$ cat src/rtl/ysyx_25020037_idu_queue.sv
// Instruction queue between IFU and EXU with combinational decode of the head entry.
// Latency: an entry enqueued at edge N is at the head after N; head decode adds no cycles.
// Backpressure: ifu_ready = (count < DEPTH) only; exu_ready pops the head; flush empties the queue.
//
// Ports:
//   clk, rst                         clock, synchronous active-high reset
//   ifu_valid/ifu_ready/ifu_pc/ifu_inst   enqueue side
//   flush                            redirect, drops every entry at the edge
//   idu_valid/exu_ready              dequeue handshake
//   idu_pc/idu_inst/idu_imm/idu_rs   head pc, raw instruction, immediate, {rs1,rs2,rd}
//   idu_alu_op/idu_ctrl/idu_illegal  decoded control bundle of the head (0 while empty)
//   occupancy                        current entry count
//
// Optional feature: define IDU_RV32M_EN to decode RV32M (opcode 0x33, funct7 0x01)
// onto idu_alu_op[24:17]; when undefined those encodings are illegal.
module ysyx_25020037_idu_queue #(
  parameter int DEPTH = 2,
  parameter int PC_W  = 32
) (
  input  logic                         clk,
  input  logic                         rst,
  input  logic                         ifu_valid,
  output logic                         ifu_ready,
  input  logic [PC_W-1:0]              ifu_pc,
  input  logic [31:0]                  ifu_inst,
  input  logic                         flush,
  output logic                         idu_valid,
  input  logic                         exu_ready,
  output logic [PC_W-1:0]              idu_pc,
  output logic [31:0]                  idu_inst,
  output logic [31:0]                  idu_imm,
  output logic [14:0]                  idu_rs,
  output logic [24:0]                  idu_alu_op,
  output logic [15:0]                  idu_ctrl,
  output logic                         idu_illegal,
  output logic [$clog2(DEPTH+1)-1:0]   occupancy
);

  localparam int CNT_W = $clog2(DEPTH+1);
  localparam int PTR_W = $clog2(DEPTH);

  typedef enum logic [2:0] {IMM_N, IMM_I, IMM_S, IMM_B, IMM_U, IMM_J} imm_t;

  // ---------------------------------------------------------------- queue
  logic [PC_W-1:0]  pc_mem   [DEPTH];
  logic [31:0]      inst_mem [DEPTH];
  logic [CNT_W-1:0] count;
  logic [PTR_W-1:0] rd_ptr, wr_ptr;
  logic             full, empty, enq, deq;

  assign full      = (count == CNT_W'(DEPTH));
  assign empty     = (count == '0);
  assign ifu_ready = ~full;
  assign idu_valid = ~empty;
  assign enq       = ifu_valid & ifu_ready;
  assign deq       = idu_valid & exu_ready;
  assign occupancy = count;

  // Pointers rely on DEPTH being a power of two so they wrap naturally.
  always_ff @(posedge clk) begin
    if (rst || flush) begin
      count  <= '0;
      rd_ptr <= '0;
      wr_ptr <= '0;
    end else begin
      if (enq) wr_ptr <= wr_ptr + PTR_W'(1);
      if (deq) rd_ptr <= rd_ptr + PTR_W'(1);
      case ({enq, deq})
        2'b10:   count <= count + CNT_W'(1);
        2'b01:   count <= count - CNT_W'(1);
        default: count <= count;
      endcase
    end
  end

  // Payload storage needs no reset; the flush-cycle enqueue is dropped.
  always_ff @(posedge clk) begin
    if (enq && !flush && !rst) begin
      pc_mem[wr_ptr]   <= ifu_pc;
      inst_mem[wr_ptr] <= ifu_inst;
    end
  end

  // ---------------------------------------------------------------- decode
  logic [31:0] inst;
  logic [6:0]  opc, f7;
  logic [2:0]  f3;
  logic [4:0]  rd;

  assign inst     = inst_mem[rd_ptr];
  assign idu_pc   = pc_mem[rd_ptr];
  assign idu_inst = inst;
  assign opc      = inst[6:0];
  assign f3       = inst[14:12];
  assign f7       = inst[31:25];
  assign rd       = inst[11:7];
  assign idu_rs   = {inst[19:15], inst[24:20], inst[11:7]};

  imm_t        imm_sel;
  logic        legal, we, is_csr;
  logic [24:0] alu;
  logic [15:1] ctrl_hi;

  always_comb begin
    imm_sel = IMM_N;
    legal   = 1'b0;
    we      = 1'b0;
    is_csr  = 1'b0;
    alu     = '0;
    ctrl_hi = '0;
    case (opc)
      7'h37: begin  // lui
        legal = 1'b1; we = 1'b1; alu[10] = 1'b1; ctrl_hi[8] = 1'b1; imm_sel = IMM_U;
      end
      7'h17: begin  // auipc
        legal = 1'b1; we = 1'b1; alu[0] = 1'b1; ctrl_hi[8:7] = 2'b11; imm_sel = IMM_U;
      end
      7'h6f: begin  // jal
        legal = 1'b1; we = 1'b1; alu[0] = 1'b1; ctrl_hi[9:7] = 3'b111; imm_sel = IMM_J;
      end
      7'h67: begin  // jalr
        if (f3 == 3'd0) begin
          legal = 1'b1; we = 1'b1; alu[0] = 1'b1; ctrl_hi[9:8] = 2'b11; imm_sel = IMM_I;
        end
      end
      7'h63: begin  // branches: pc-relative target, compare op selects condition
        legal = 1'b1; ctrl_hi[10:7] = 4'b1111; imm_sel = IMM_B;
        case (f3)
          3'd0:    alu[12] = 1'b1;
          3'd1:    alu[11] = 1'b1;
          3'd4:    alu[15] = 1'b1;
          3'd5:    alu[13] = 1'b1;
          3'd6:    alu[16] = 1'b1;
          3'd7:    alu[14] = 1'b1;
          default: legal = 1'b0;
        endcase
      end
      7'h03: begin  // loads
        legal = 1'b1; we = 1'b1; alu[0] = 1'b1; ctrl_hi[1] = 1'b1; ctrl_hi[8] = 1'b1; imm_sel = IMM_I;
        case (f3)
          3'd0:    begin ctrl_hi[3] = 1'b1; ctrl_hi[6] = 1'b1; end
          3'd1:    begin ctrl_hi[4] = 1'b1; ctrl_hi[6] = 1'b1; end
          3'd2:    ctrl_hi[5] = 1'b1;
          3'd4:    ctrl_hi[3] = 1'b1;
          3'd5:    ctrl_hi[4] = 1'b1;
          default: legal = 1'b0;
        endcase
      end
      7'h23: begin  // stores
        legal = 1'b1; alu[0] = 1'b1; ctrl_hi[2] = 1'b1; ctrl_hi[8] = 1'b1; imm_sel = IMM_S;
        case (f3)
          3'd0:    ctrl_hi[3] = 1'b1;
          3'd1:    ctrl_hi[4] = 1'b1;
          3'd2:    ctrl_hi[5] = 1'b1;
          default: legal = 1'b0;
        endcase
      end
      7'h13: begin  // op-imm; shifts check inst[31:26], inst[25] is ignored
        legal = 1'b1; we = 1'b1; ctrl_hi[8] = 1'b1; imm_sel = IMM_I;
        case (f3)
          3'd0: alu[0] = 1'b1;
          3'd2: alu[2] = 1'b1;
          3'd3: alu[3] = 1'b1;
          3'd4: alu[6] = 1'b1;
          3'd6: alu[5] = 1'b1;
          3'd7: alu[4] = 1'b1;
          3'd1: if (f7[6:1] == 6'h00) alu[7] = 1'b1; else legal = 1'b0;
          default: begin
            if (f7[6:1] == 6'h00)      alu[8] = 1'b1;
            else if (f7[6:1] == 6'h10) alu[9] = 1'b1;
            else                       legal  = 1'b0;
          end
        endcase
      end
      7'h33: begin  // register-register
        we = 1'b1;
        if (f7 == 7'h00) begin
          legal = 1'b1;
          case (f3)
            3'd0:    alu[0] = 1'b1;
            3'd1:    alu[7] = 1'b1;
            3'd2:    alu[2] = 1'b1;
            3'd3:    alu[3] = 1'b1;
            3'd4:    alu[6] = 1'b1;
            3'd5:    alu[8] = 1'b1;
            3'd6:    alu[5] = 1'b1;
            default: alu[4] = 1'b1;
          endcase
        end else if (f7 == 7'h20) begin
          if (f3 == 3'd0)      begin legal = 1'b1; alu[1] = 1'b1; end
          else if (f3 == 3'd5) begin legal = 1'b1; alu[9] = 1'b1; end
        end
`ifdef IDU_RV32M_EN
        else if (f7 == 7'h01) begin
          // funct3 order matches alu_op[24:17]: mul..remu
          legal      = 1'b1;
          alu[24:17] = 8'd1 << f3;
        end
`endif
      end
      7'h73: begin  // system
        case (f3)
          3'd0: begin
            if (inst == 32'h0000_0073)      begin legal = 1'b1; ctrl_hi[12] = 1'b1; ctrl_hi[9] = 1'b1; end
            else if (inst == 32'h0010_0073) begin legal = 1'b1; ctrl_hi[11] = 1'b1; end
            else if (inst == 32'h3020_0073) begin legal = 1'b1; ctrl_hi[13] = 1'b1; ctrl_hi[9] = 1'b1; end
          end
          3'd1: begin legal = 1'b1; we = 1'b1; is_csr = 1'b1; ctrl_hi[14] = 1'b1; imm_sel = IMM_I; end
          3'd2: begin legal = 1'b1; we = 1'b1; is_csr = 1'b1; ctrl_hi[15] = 1'b1; imm_sel = IMM_I; end
          default: ;
        endcase
      end
      7'h0f: begin  // fence / fence.i: legal, no control effect
        if (f3 == 3'd0 || f3 == 3'd1) legal = 1'b1;
      end
      7'h00: begin  // all-zero word is a legal halt/NOP
        if (inst == 32'h0) legal = 1'b1;
      end
      default: ;
    endcase
  end

  logic        dec_ok, gpr_we;
  logic [31:0] imm;

  // CSR ops keep their write even to x0 so the read side effect is preserved.
  assign gpr_we = we & ((rd != 5'd0) | is_csr);

  always_comb begin
    case (imm_sel)
      IMM_I:   imm = {{20{inst[31]}}, inst[31:20]};
      IMM_S:   imm = {{20{inst[31]}}, inst[31:25], inst[11:7]};
      IMM_B:   imm = {{19{inst[31]}}, inst[31], inst[7], inst[30:25], inst[11:8], 1'b0};
      IMM_U:   imm = {inst[31:12], 12'h000};
      IMM_J:   imm = {{11{inst[31]}}, inst[31], inst[19:12], inst[20], inst[30:21], 1'b0};
      default: imm = 32'h0;
    endcase
  end

  assign dec_ok      = idu_valid & legal;
  assign idu_illegal = idu_valid & ~legal;
  assign idu_alu_op  = dec_ok ? alu : '0;
  assign idu_ctrl    = dec_ok ? {ctrl_hi, gpr_we} : '0;
  assign idu_imm     = dec_ok ? imm : '0;

endmodule
$ cat config.mk
export PLATFORM = sky130hd
export DESIGN_NAME = ysyx_25020037_idu_queue
export DESIGN_NICKNAME = d
export VERILOG_FILES = /design/src/rtl/ysyx_25020037_idu_queue.sv
export SDC_FILE = /design/constraint.sdc
export NUM_CORES = 1
export LEC_CHECK = 0
export CAP_MARGIN = 40
export CORE_UTILIZATION = 43
export DETAILED_ROUTE_END_ITERATION = 6
export PLACE_DENSITY = 0.87
export RECOVER_POWER = 50
export SLEW_MARGIN = 30
export SYNTH_ARGS = -nofsm -noshare
export SYNTH_HDL_FRONTEND = slang
export SYNTH_SLANG_ARGS = --single-unit
$ cat constraint.sdc
create_clock -name clk -period 9.96 [get_ports clk]
set_clock_uncertainty 0.15 [all_clocks]
set_input_delay 2.49 -clock clk [delete_from_list [all_inputs] [get_ports clk]]
set_output_delay 2.49 -clock clk [all_outputs]
set_load 0.01 [all_outputs]
### Yosys cells after proc, flatten, opt, wreduce, memory -nomap -nowiden

Memories as Yosys holds them, arrays and structs flattened. A register that Yosys moved wholly into a read port is not among the register bits.
Cells that the tools add are included.

* word-level logic and storage cells: 161
* memories kept: 2
* RAM bits: 128
* output and inout bits: 157
* flip-flop bits (word level): 4

* eq/ne operators: 31
* add/subtract/negate cells: 4
* mux-type cells: 79
* bitwise gates (word level): 9
* reduce and logical (&&, ||, !) cells: 33

Memory list
* inst_mem: depth 2, width 32, rd ports 1, clocked after Yosys merged registers in 1, wr ports 1, RTL line 46 `logic [31:0] inst_mem [DEPTH];`
* pc_mem: depth 2, width 32, rd ports 1, clocked after Yosys merged registers in 1, wr ports 1, RTL line 45 `logic [PC_W-1:0] pc_mem [DEPTH];`

Operators with widths (number)
* one-hot mux 32 bit (5 select lines): 1
* two-way mux 1 bit: 58
* == test 32 x 21 -> 1 bit, second input constant: 1
* == test 32 x 30 -> 1 bit, second input constant: 1
* == test 32 x 7 -> 1 bit, second input constant: 1
* zero test 32 bit: 1
* two-way mux 32 bit: 1
* == test 7 x 6 -> 1 bit, second input constant: 4
* == test 7 bit, second input constant: 4
* one-hot mux 3 bit (7 select lines): 1
* OR reduction 7 bit: 3
* == test 3 bit, second input constant: 6
* OR reduction 6 bit: 3
* two-way mux 17 bit: 1
* two-way mux 16 bit: 1
* one-hot mux 8 bit (2 select lines): 1
* OR reduction 2 bit: 8
* == test 7 x 5 -> 1 bit, second input constant: 2
* zero test 7 bit: 2
* == test 3 x 2 -> 1 bit, second input constant: 4
* one-hot mux 1 bit (10 select lines): 1
* one-hot mux 1 bit (3 select lines): 3
* OR reduction 3 bit: 3
* == test 7 x 2 -> 1 bit, second input constant: 1
* 29 further kinds: 44

### Logic depth before layout (Yosys ltp)

Gate-level depths: netlist of run 1.

* depth in word-level cells: 8
* depth in mapped cells: 11
* depth with buffers taken out: 8

### Worst setup path before layout of run 1

No wires, ideal clock.

* kind: input-to-reg
* start point: input port ifu_valid
* end point: memory inst_mem[1][0], enable pin
* path slack: -0.052 ns
* arrival: 9.197 ns
* buffers on the path: 0
* stages: 2
* cell sequence: nand2_1 > nor4b_1

* longest elaborated chain between the ends: 5

Ends and longest elaborated chain
* start: declaration: RTL line 22 `input logic ifu_valid,`
* AND 1 bit: RTL line 55 `assign enq = ifu_valid & ifu_ready;`
* logical AND 1 bit (2 in series): RTL line 78 `if (enq && !flush && !rst) begin`
* two-way mux 1 bit: RTL line 78
* two-way mux 1 bit (not written as such): RTL line 80 `inst_mem[wr_ptr] <= ifu_inst;`
* end: declaration: RTL line 46

No other way between the ends.

==> run_results.csv, run 1 <==
group,metric,value,unit
status,outcome,"complete, but fails checks",
status,violations,"max-capacitance violations, max-slew violations",
routing,viasPerCell,5.52,
clock_network,cts_tree,"built",
worst_setup_path,crit_family,"buffers and inverters",
clock_network,cts_resized,0,
routing,drt_iter0_drc,409,
sta,drv_slew,72,
synthesis,async_flop_share,0,
power,power_density,129,nW/µm²
flow_run,drv_cap,2,
layout,drive_gt1_frac,0.179,
floorplan,coreArea,16100,µm²
placement,dp_cells,962,
worst_setup_path,cp.arrival,5380,ps
layout,final_cells,999,
synthesis,synth_xor_area_frac,0.0110,
synthesis,yosys.area_share.simple,0.202,
synthesis,synth_top_family_by_area,"simple AND/OR/NAND/NOR gates",
grt,grt_max_degree,78,
placement,place_hpwl,13300,µm
worst_setup_path,crit_top_cell,"buf_4",
clock_network,clk_latency,420,ps
clock_network,cts_max_path_buffers,2,
synthesis,synth_cell_types,71,
synthesis,synth_seq_area_share,0.551,
clock_network,root_buffer,"clkbuf_16",
worst_setup_path,path_buf_inv,4,
routing,dr.pass1.iters,5,
worst_hold_path,min_path_type,"flip-flop to flip-flop",
synthesis,synthCells,574,
clock_network,clock_sink_count,133,
synthesis,syn_area_per_cell,12.5,µm²
layout,final_cell_mix,"clkdlybuf4s50_1 (149), edfxtp_1 (128), dlygate4sd3_1 (68)",
synthesis,muxShareOfSynthArea,0.0983,
floorplan,die_w,131,µm
floorplan,dieArea,17200,µm²
grt,overflow,0,
placement,globalplace.congestion,0.928,
sta,finalCritPeriodShare,0.806,
routing,drt-total-wl,18700,µm
floorplan,boundaryPins,226,
layout,utilization,0.615,
layout,layout_commonest_cell,"clkdlybuf4s50_1",
worst_setup_path,worst_path_largest_cell_delay,810,ps
synthesis,synth_compound_area_frac,0.0758,
floorplan,start_util,0.446,
synthesis,synthAdderAreaFrac,0.00175,
power,power_leakage,3.03,nW
grt,grt_pass1_vias,5161,
synthesis,ys.flop_type,"edfxtp_1",
power,peakVddDrop,0.126,mV
sta,max_freq,125,MHz
worst_setup_path,crit_fanout,77,
clock_network,post_cts_buffers,0,
worst_setup_path,crit_required,7320,ps
synthesis,synth_edf_count,128,
layout,fillerInstances,1244,
layout,syn_to_final_growth,37.9,%
sta,setup_viol_count_final,0,
clock_network,cts_buffers,17,
floorplan,die_h,131,µm
worst_setup_path,critPathLaunchType,"flip-flop",
sta,min_period,8020,ps
synthesis,ys_warn_count,0,
sta,hold_viol,0,
synthesis,synth_area,7160,µm²
placement,port_buffers,217,
clock_network,ctsHoldBuffers,0,
grt,grt_usage,0.221,
grt,antenna_found_initial,11,
worst_setup_path,path_cells,"buf_4, mux2i_1, inv_1, a221oi_1, a22oi_1, o21ai_1, a2111oi_4, buf_4, a311oi_1, clkdlybuf4s50_1",
routing,ant_nets,0,
worst_setup_path,crit_slowest_cell,"a221oi_1",
sta,finalSetupTns,0,ps
worst_setup_path,criticalPathCategory,"flip-flop to output port",
grt,grt_pass1_wl,28100,µm
sta,slew-limit-headroom,-0.557,
routing,routedWlPerCell,18.7,µm
layout,layout.nets,837,
worst_setup_path,end_kind,"output port",
floorplan,placement_rows,46,
sta,grt_setup_unrepaired,"false",
sta,tightest_slew,2330,ps
routing,dr_total_vias,5511,
synthesis,ys_ff_latch,133,
clock_network,clk_pin_slew,60,ps
clock_network,cts_max_level,4,
routing,drc,0,
-- worst register-to-register path, cell delays in order, from the launching register on --
cell and delay [ps]:
dfxtp_1 460, nand2b_1 170, nand2_1 140, nor4b_1 290
clkbuf_1 1050, clkbuf_1 1750
-- sequential cells by signal (all words and copies together), names as in the netlist, named ones only --
| name | cells |
|---|---|
| rd_ptr | 1 |
| wr_ptr | 1 |
| pc_mem | 64 |
| occupancy | 2 |
| inst_mem | 64 |
-- per-layer routing --
metal  vias up  global-route usage  part of all wire
met5         -                   0            0.0029
met4         8              0.0852             0.015
met3        35              0.0787              0.11
met2       299               0.335              0.46
met1      2599               0.290              0.42
li1       2570                   -                 -
-- through the flow --
stage | instance area (µm²) | hold slack [ps] | setup slack [ps] | total power [mW]
2_1_floorplan | 7200 | 368 | 390 | 0.712
3_3_place_gp | 9360 | 396 | 2500 | 0.773
3_5_place_dp | 9390 | 388 | 2500 | 0.778
4_1_cts | 9860 | 404 | 2040 | 1.29
5_1_grt | 9870 | 411 | 1630 | 1.32
6_report | 9880 | 401 | 1940 | 1.28
-- power by group --
part | switching (mW) | leakage (nW) | internal [mW] | total, mW
clock network | 0.207 | 0.229 | 0.306 | 0.513
registers | 0.00747 | 1.20 | 0.627 | 0.634
logic | 0.0663 | 1.59 | 0.0623 | 0.129
total | 0.281 | 3.03 | 0.995 | 1.28
-- cells in the mapped netlist (2+ instances only) --
cell / instances / area share
nor3_1: 25 / 0.017
xor2_1: 5 / 0.0061
nand3b_1: 5 / 0.0052
or2_2: 3 / 0.0026
nand4b_1: 5 / 0.0061
a211oi_1: 5 / 0.0052
nand2_1: 34 / 0.018
o211ai_1: 2 / 0.0021
a211o_1: 2 / 0.0024
or3b_2: 2 / 0.0024
buf_6: 5 / 0.0079
nand3_1: 9 / 0.0063
nor4b_2: 8 / 0.017
clkbuf_1: 15 / 0.0079
nor2_1: 27 / 0.014
edfxtp_1: 128 / 0.54
nor4_1: 10 / 0.0087
nor4b_1: 3 / 0.0037
o2bb2ai_1: 2 / 0.0024
a22oi_1: 12 / 0.013
mux2i_1: 13 / 0.018
xnor2_1: 4 / 0.0049
buf_4: 26 / 0.027
a31oi_1: 5 / 0.0044
nor3b_1: 2 / 0.0021
and2_1: 8 / 0.0070
nand2b_1: 5 / 0.0044
buf_2: 10 / 0.0070
a311oi_1: 2 / 0.0024
nor2b_1: 5 / 0.0044
buf_1: 5 / 0.0026
nor3_2: 40 / 0.056
nand4_1: 4 / 0.0035
or4_1: 5 / 0.0052
a222oi_1: 3 / 0.0042
dfxtp_1: 5 / 0.014
o31ai_1: 3 / 0.0031
or3_1: 3 / 0.0026
mux2_2: 51 / 0.080
a21oi_1: 22 / 0.015
o21ai_0: 2 / 0.0014
or4b_1: 2 / 0.0028
inv_1: 14 / 0.0073
-- path summary, 6_finish.rpt --
kind              cells after the start            to  slack [ps]         start
hold reg to reg                       2        rd_ptr         400        rd_ptr
hold / removal                        2        rd_ptr         400        rd_ptr
setup / recovery                     10   idu_ctrl[9]        1940     flip-flop
setup reg to reg                      5  pc_mem[1][3]        5480  occupancy[0]
-- logic make-up (layout without fill, tap and decap cells) --
group	after synthesis	in the layout
other	1	15
buffers and inverters	76	271
adder cells (fa/ha/maj)	1	1
AO/OA/AOI/OAI	76	76
multiplexers	64	64
AND/OR/NAND/NOR	214	214
XOR/XNOR	9	9
flip-flops	133	133
-- layout make-up --
| type | instances | area (µm²) | share of cell area |
|---|---|---|---|
| clock buffers | 20 | 437 | 0.0442 |
| diodes | 7 | 17.5 | 0.00177 |
| well taps | 216 | 270 | 0.0274 |
| repair buffers | 228 | 2280 | 0.230 |
| clock inverters | 8 | 40.0 | 0.00405 |
| flip-flops and latches | 133 | 3950 | 0.400 |
| multi-input cells | 372 | 2830 | 0.287 |
| inverters | 15 | 56.3 | 0.00570 |
Note: power is estimated with default switching activity, not from simulation.
==> run 2, diff against run 1 <==
==> constraint.sdc (replaced) <==
create_clock -name clk -period 7.2 [get_ports clk]
set_clock_uncertainty 0.15 [all_clocks]
set_input_delay 1.8 -clock clk [delete_from_list [all_inputs] [get_ports clk]]
set_output_delay 1.8 -clock clk [all_outputs]
set_load 0.01 [all_outputs]
==> run_results.csv, run 2 (synthesis gave the netlist of run 1 again) <==
group,metric,value,unit
status,outcome,"complete, but fails checks",
status,violations,"max-capacitance violations, max-slew violations",
worst_setup_path,r2r-end,"inst_mem[1][7]",
worst_setup_path,critPathLaunchType,"flip-flop",
worst_hold_path,whs_path_depth,2,
clock_network,root_buffer,"clkbuf_16",
clock_network,clk_pin_slew,60,ps
layout,syn_to_final_growth,40.2,%
routing,drt-total-wl,18800,µm
power,total_power,1.93,mW
grt,grt_pass1_wl,28400,µm
routing,dr.pass1.iters,5,
worst_setup_path,crit_slowest_cell,"mux2i_1",
layout,layout_commonest_cell,"clkdlybuf4s50_1",
routing,viasPerCell,5.36,
sta,drv_slew,85,
sta,hold_ws,411,ps
sta,finalSetupTns,0,ps
clock_network,clock_sink_count,133,
routing,dr_total_vias,5407,
clock_network,cts_max_level,4,
layout,fillerInstances,1233,
worst_setup_path,crit_top_cell,"buf_4",
layout,layout.nets,839,
clock_network,cts_tree,"built",
layout,drive_gt1_frac,0.194,
worst_setup_path,r2r.worst_path.cells,5,
layout,final_cell_mix,"clkdlybuf4s50_1 (149), edfxtp_1 (128), dlygate4sd3_1 (68)",
clock_network,cts_buffers,17,
worst_setup_path,end_kind,"output port",
worst_hold_path,worstHoldStart,"rd_ptr",
routing,routedWlPerCell,18.7,µm
floorplan,dieArea,17200,µm²
clock_network,cts_max_path_buffers,2,
placement,globalplace.congestion,0.883,
flow_run,drv_cap,2,
worst_setup_path,crit_required,5250,ps
worst_hold_path,min_path_type,"flip-flop to flip-flop",
routing,drt_iter0_drc,388,
grt,grt_usage,0.222,
placement,port_buffers,217,
routing,drc,0,
floorplan,die_w,131,µm
worst_setup_path,r2r-start,"occupancy[0]",
clock_network,post_cts_buffers,0,
sta,grt_setup_unrepaired,"false",
sta,setup_viol_count_final,0,
floorplan,die_h,131,µm
sta,slew-limit-headroom,-0.940,
power,peakVddDrop,0.161,mV
worst_setup_path,path_cells,"buf_4, mux2i_1, inv_1, a221o_1, a21oi_1, a2111oi_4, buf_4, a211oi_1, clkdlybuf4s50_1",
worst_hold_path,hold_end,"rd_ptr",
sta,hold_viol,0,
floorplan,placement_rows,46,
grt,grt_max_degree,65,
sta,min_period,6420,ps
clock_network,cts_resized,0,
floorplan,coreArea,16100,µm²
worst_setup_path,crit_fanout,51,
worst_setup_path,cp.arrival,4470,ps
layout,final_cells,1008,
worst_setup_path,criticalPathCategory,"flip-flop to output port",
power,power_density,192,nW/µm²
placement,dp_cells,964,
routing,ant_nets,0,
clock_network,clk_latency,410,ps
grt,overflow,0,
worst_setup_path,reg2reg_slack,2650,ps
sta,tightest_slew,2910,ps
clock_network,ctsHoldBuffers,0,
placement,place_hpwl,13400,µm
grt,antenna_found_initial,13,
floorplan,boundaryPins,226,
grt,grt_pass1_vias,5215,
floorplan,start_util,0.446,
worst_setup_path,worst_path_largest_cell_delay,700,ps
power,power_leakage,3.10,nW
sta,finalCritPeriodShare,0.892,
sta,max_freq,156,MHz
-- run 2: changes by cell type in the layout (fill, tap and decap cells not counted) --
cell / delta
clkinv_4: +4
bufinv_16: +3
clkbuf_1: -3
clkinv_1: -3
diode_2: +3
inv_6: +3
buf_4: +2
nor4_1: -1
nor4_4: +1
-- run 2: where the power goes --
part	switching (mW)	leakage, nW	internal [mW]	total [mW]
registers	0.0104	1.20	0.866	0.877
clock network	0.327	0.293	0.547	0.874
logic	0.0926	1.60	0.0867	0.179
-- run 2: layout make-up --
class                   count  area, µm²  share of cell area
multi-input cells         372       2850               0.284
flip-flops and latches    133       3950               0.393
repair buffers            230       2290               0.228
inverters                  15       56.3             0.00561
well taps                 216        270              0.0269
clock buffers              17        425              0.0424
clock inverters            15        180              0.0179
diodes                     10       25.0             0.00249
-- run 2: worst max path at each step --
stage,slack (ps),from,endpoint,cells after the start
4_1_cts,740,flip-flop,idu_ctrl[0],9
2_1_floorplan,1070,ifu_valid,inst_mem[1][0],2
6_report,780,flip-flop,idu_ctrl[0],9
3_3_place_gp,1300,flip-flop,idu_ctrl[9],9
3_5_place_dp,1190,flip-flop,idu_ctrl[0],9
5_1_grt,550,flip-flop,idu_alu_op[7],9
-- run 2: metrics by stage --
step	area (µm²)	setup slack, ps	util
after floorplan	7200	1070	-
after global placement	9380	1300	0.584
after detailed placement	9410	1190	0.586
after CTS	10000	743	0.624
after global routing	10000	553	0.625
final	10000	775	0.625
-- run 2: per-layer routing --
| layer | vias up | part of all wire | global-route usage |
|---|---|---|---|
| met4 | 6 | 0.013 | 0.0710 |
| li1 | 2586 | - | - |
| met3 | 26 | 0.081 | 0.0816 |
| met5 | - | 0.0021 | 0 |
| met1 | 2560 | 0.43 | 0.292 |
| met2 | 229 | 0.47 | 0.340 |
-- run 2: worst max-delay path: cells and delay by family (launching register included) --
kind | cells | cell delay, ps
AOI/OAI and AO/OA | 4 | 970
buffers and inverters | 4 | 1710
DFF | 1 | 650
muxes | 1 | 700
==> run 3, diff against run 2 <==
==> constraint.sdc (replaced) <==
create_clock -name clk -period 5.75 [get_ports clk]
set_clock_uncertainty 0.15 [all_clocks]
set_input_delay 1.4375 -clock clk [delete_from_list [all_inputs] [get_ports clk]]
set_output_delay 1.4375 -clock clk [all_outputs]
set_load 0.01 [all_outputs]
==> run_results.csv, run 3 (synthesis gave the netlist of run 1 again) <==
group,metric,value,unit
worst_setup_path,path_cells,"buf_8, or4_1, a2bb2o_1, a2111o_1, o311ai_2, a2111oi_4, buf_4, nor4_1, clkdlybuf4s50_1",
status,violations,"max-capacitance violations, max-slew violations",
floorplan,start_util,0.446,
sta,finalCritPeriodShare,0.965,
power,peakVddDrop,0.191,mV
placement,port_buffers,217,
worst_hold_path,min_path_type,"flip-flop to flip-flop",
sta,setup_viol_count_final,0,
worst_setup_path,worst_path_largest_cell_delay,620,ps
routing,drc,0,
routing,routedWlPerCell,18.8,µm
grt,grt_pass1_vias,5163,
sta,hold_viol,0,
worst_hold_path,worstHoldStart,"rd_ptr",
sta,min_period,5550,ps
floorplan,die_w,131,µm
routing,dr.pass1.iters,5,
worst_setup_path,critPathLaunchType,"flip-flop",
layout,multi_input_area,2840,µm²
clock_network,cts_max_level,4,
layout,final_cell_mix,"clkdlybuf4s50_1 (148), edfxtp_1 (128), dlygate4sd3_1 (69)",
worst_setup_path,cp.arrival,3960,ps
worst_setup_path,r2r-start,"occupancy[0]",
worst_setup_path,path_buf_inv,3,
placement,place_hpwl,13400,µm
grt,grt_max_degree,65,
worst_setup_path,r2r.worst_path.cells,5,
floorplan,dieArea,17200,µm²
routing,wl_met3,1980,µm
sta,drv_slew,62,
worst_setup_path,r2r-end,"pc_mem[0][26]",
worst_setup_path,reg2reg_slack,2050,ps
sta,max_freq,180,MHz
power,power_leakage,3.13,nW
clock_network,root_buffer,"clkbuf_16",
layout,layout.nets,845,
layout,layout_commonest_cell,"clkdlybuf4s50_1",
power,total_power,2.39,mW
worst_setup_path,crit_required,4160,ps
routing,maxUsedRoutingLayer,"met5",
status,outcome,"complete, but fails checks",
clock_network,clk_pin_slew,60,ps
placement,post_dp_cell_area,9450,µm²
clock_network,cts_max_path_buffers,2,
worst_hold_path,hold_end,"rd_ptr",
grt,grt_usage,0.216,
sta,grt_setup_unrepaired,"false",
worst_setup_path,crit_fanout,22,
placement,globalplace.congestion,0.901,
floorplan,placement_rows,46,
clock_network,ctsHoldBuffers,0,
clock_network,clock_sink_count,133,
routing,wl_met2,8910,µm
flow_run,drv_cap,2,
sta,slew-limit-headroom,-0.352,
worst_setup_path,criticalPathCategory,"flip-flop to output port",
clock_network,clk_latency,410,ps
routing,drt_iter0_drc,472,
routing,dr_total_vias,5593,
worst_setup_path,crit_slowest_cell,"clkdlybuf4s50_1",
sta,finalSetupTns,0,ps
routing,drt-total-wl,18900,µm
floorplan,boundaryPins,226,
layout,drive_gt1_frac,0.202,
sta,tightest_slew,2030,ps
floorplan,die_h,131,µm
grt,grt_pass1_wl,27600,µm
layout,syn_to_final_growth,40.5,%
floorplan,coreArea,16100,µm²
grt,antenna_found_initial,11,
worst_hold_path,whs_path_depth,2,
layout,finalInstanceArea,10100,µm²
routing,ant_nets,0,
layout,fillerInstances,1214,
routing,viasPerCell,5.54,
layout,seq_area,3950,µm²
power,power_density,237,nW/µm²
worst_setup_path,crit_family,"compound AO/OA/AOI/OAI gates",
grt,overflow,0,
worst_setup_path,end_kind,"output port",
routing,m1WireLength,7590,µm
clock_network,cts_buffers,17,
clock_network,cts_tree,"built",
==> run 3: cell count changes in the layout (fill, tap and decap cells not counted), sizes merged <==
cell / change
buf: +6
diode: -3
clkdlybuf4s50: -1
clkinv: -1
dlygate4sd3: +1
inv: -1
==> run 3: worst max path at each step <==
stage               slack (ps)  depth (start not counted)             end
floorplan                   20                          2  inst_mem[0][0]
global placement           600                          9     idu_ctrl[1]
detailed placement         560                          9     idu_ctrl[1]
CTS                        130                          9     idu_ctrl[1]
global route                60                          9     idu_ctrl[9]
finish                     200                          9     idu_ctrl[1]
==> run 3: what timing repair did <==
| item | 4_1_cts | 5_1_grt |
|---|---|---|
| resized for setup | 0 | 1 |
| setup buffers | 0 | 2 |
| setup endpoints to repair | 0 | 10 |
==> run 3: area by class of cell <==
class | instances | area share
Tap cell | 216 | 0.0269
Multi-Input combinational cell | 372 | 0.282
Timing Repair Buffer | 236 | 0.233
Sequential cell | 133 | 0.392
Clock inverter | 13 | 0.0157
Antenna cell | 7 | 0.00174
Clock buffer | 17 | 0.0423
Inverter | 15 | 0.00559
==> run 3: worst register-to-register path, stage by stage (launching register included) <==
cell,delay [ps]
dfxtp_1,460
nand2b_1,170
nand2_1,130
nor4_1,220
clkbuf_1,1230
clkbuf_2,940
==> run 3: stage by stage <==
| stage | utilization | setup slack, ps | std cells | hold slack (ps) |
|---|---|---|---|---|
| floorplan | - | 18.0 | 581 | 368 |
| global placement | 0.588 | 600 | 968 | 393 |
| detailed placement | 0.588 | 558 | 968 | 390 |
| CTS | 0.625 | 135 | 998 | 408 |
| global route | 0.626 | 59.2 | 1004 | 434 |
| finish | 0.627 | 204 | 1009 | 411 |
==> run 3: report_power, final <==
group	switching (mW)	total, mW	leakage, nW	internal, mW
Combinational	0.117	0.223	1.64	0.106
Sequential	0.0117	1.10	1.20	1.09
Clock	0.391	1.07	0.289	0.675
Total	0.520	2.39	3.13	1.87
==> run 3: per-layer routing <==
| metal | vias to the layer above | track usage |
|---|---|---|
| li1 | 2592 | - |
| met4 | 8 | 0.0926 |
| met1 | 2660 | 0.264 |
| met5 | - | 0 |
| met3 | 45 | 0.0820 |
| met2 | 288 | 0.340 |
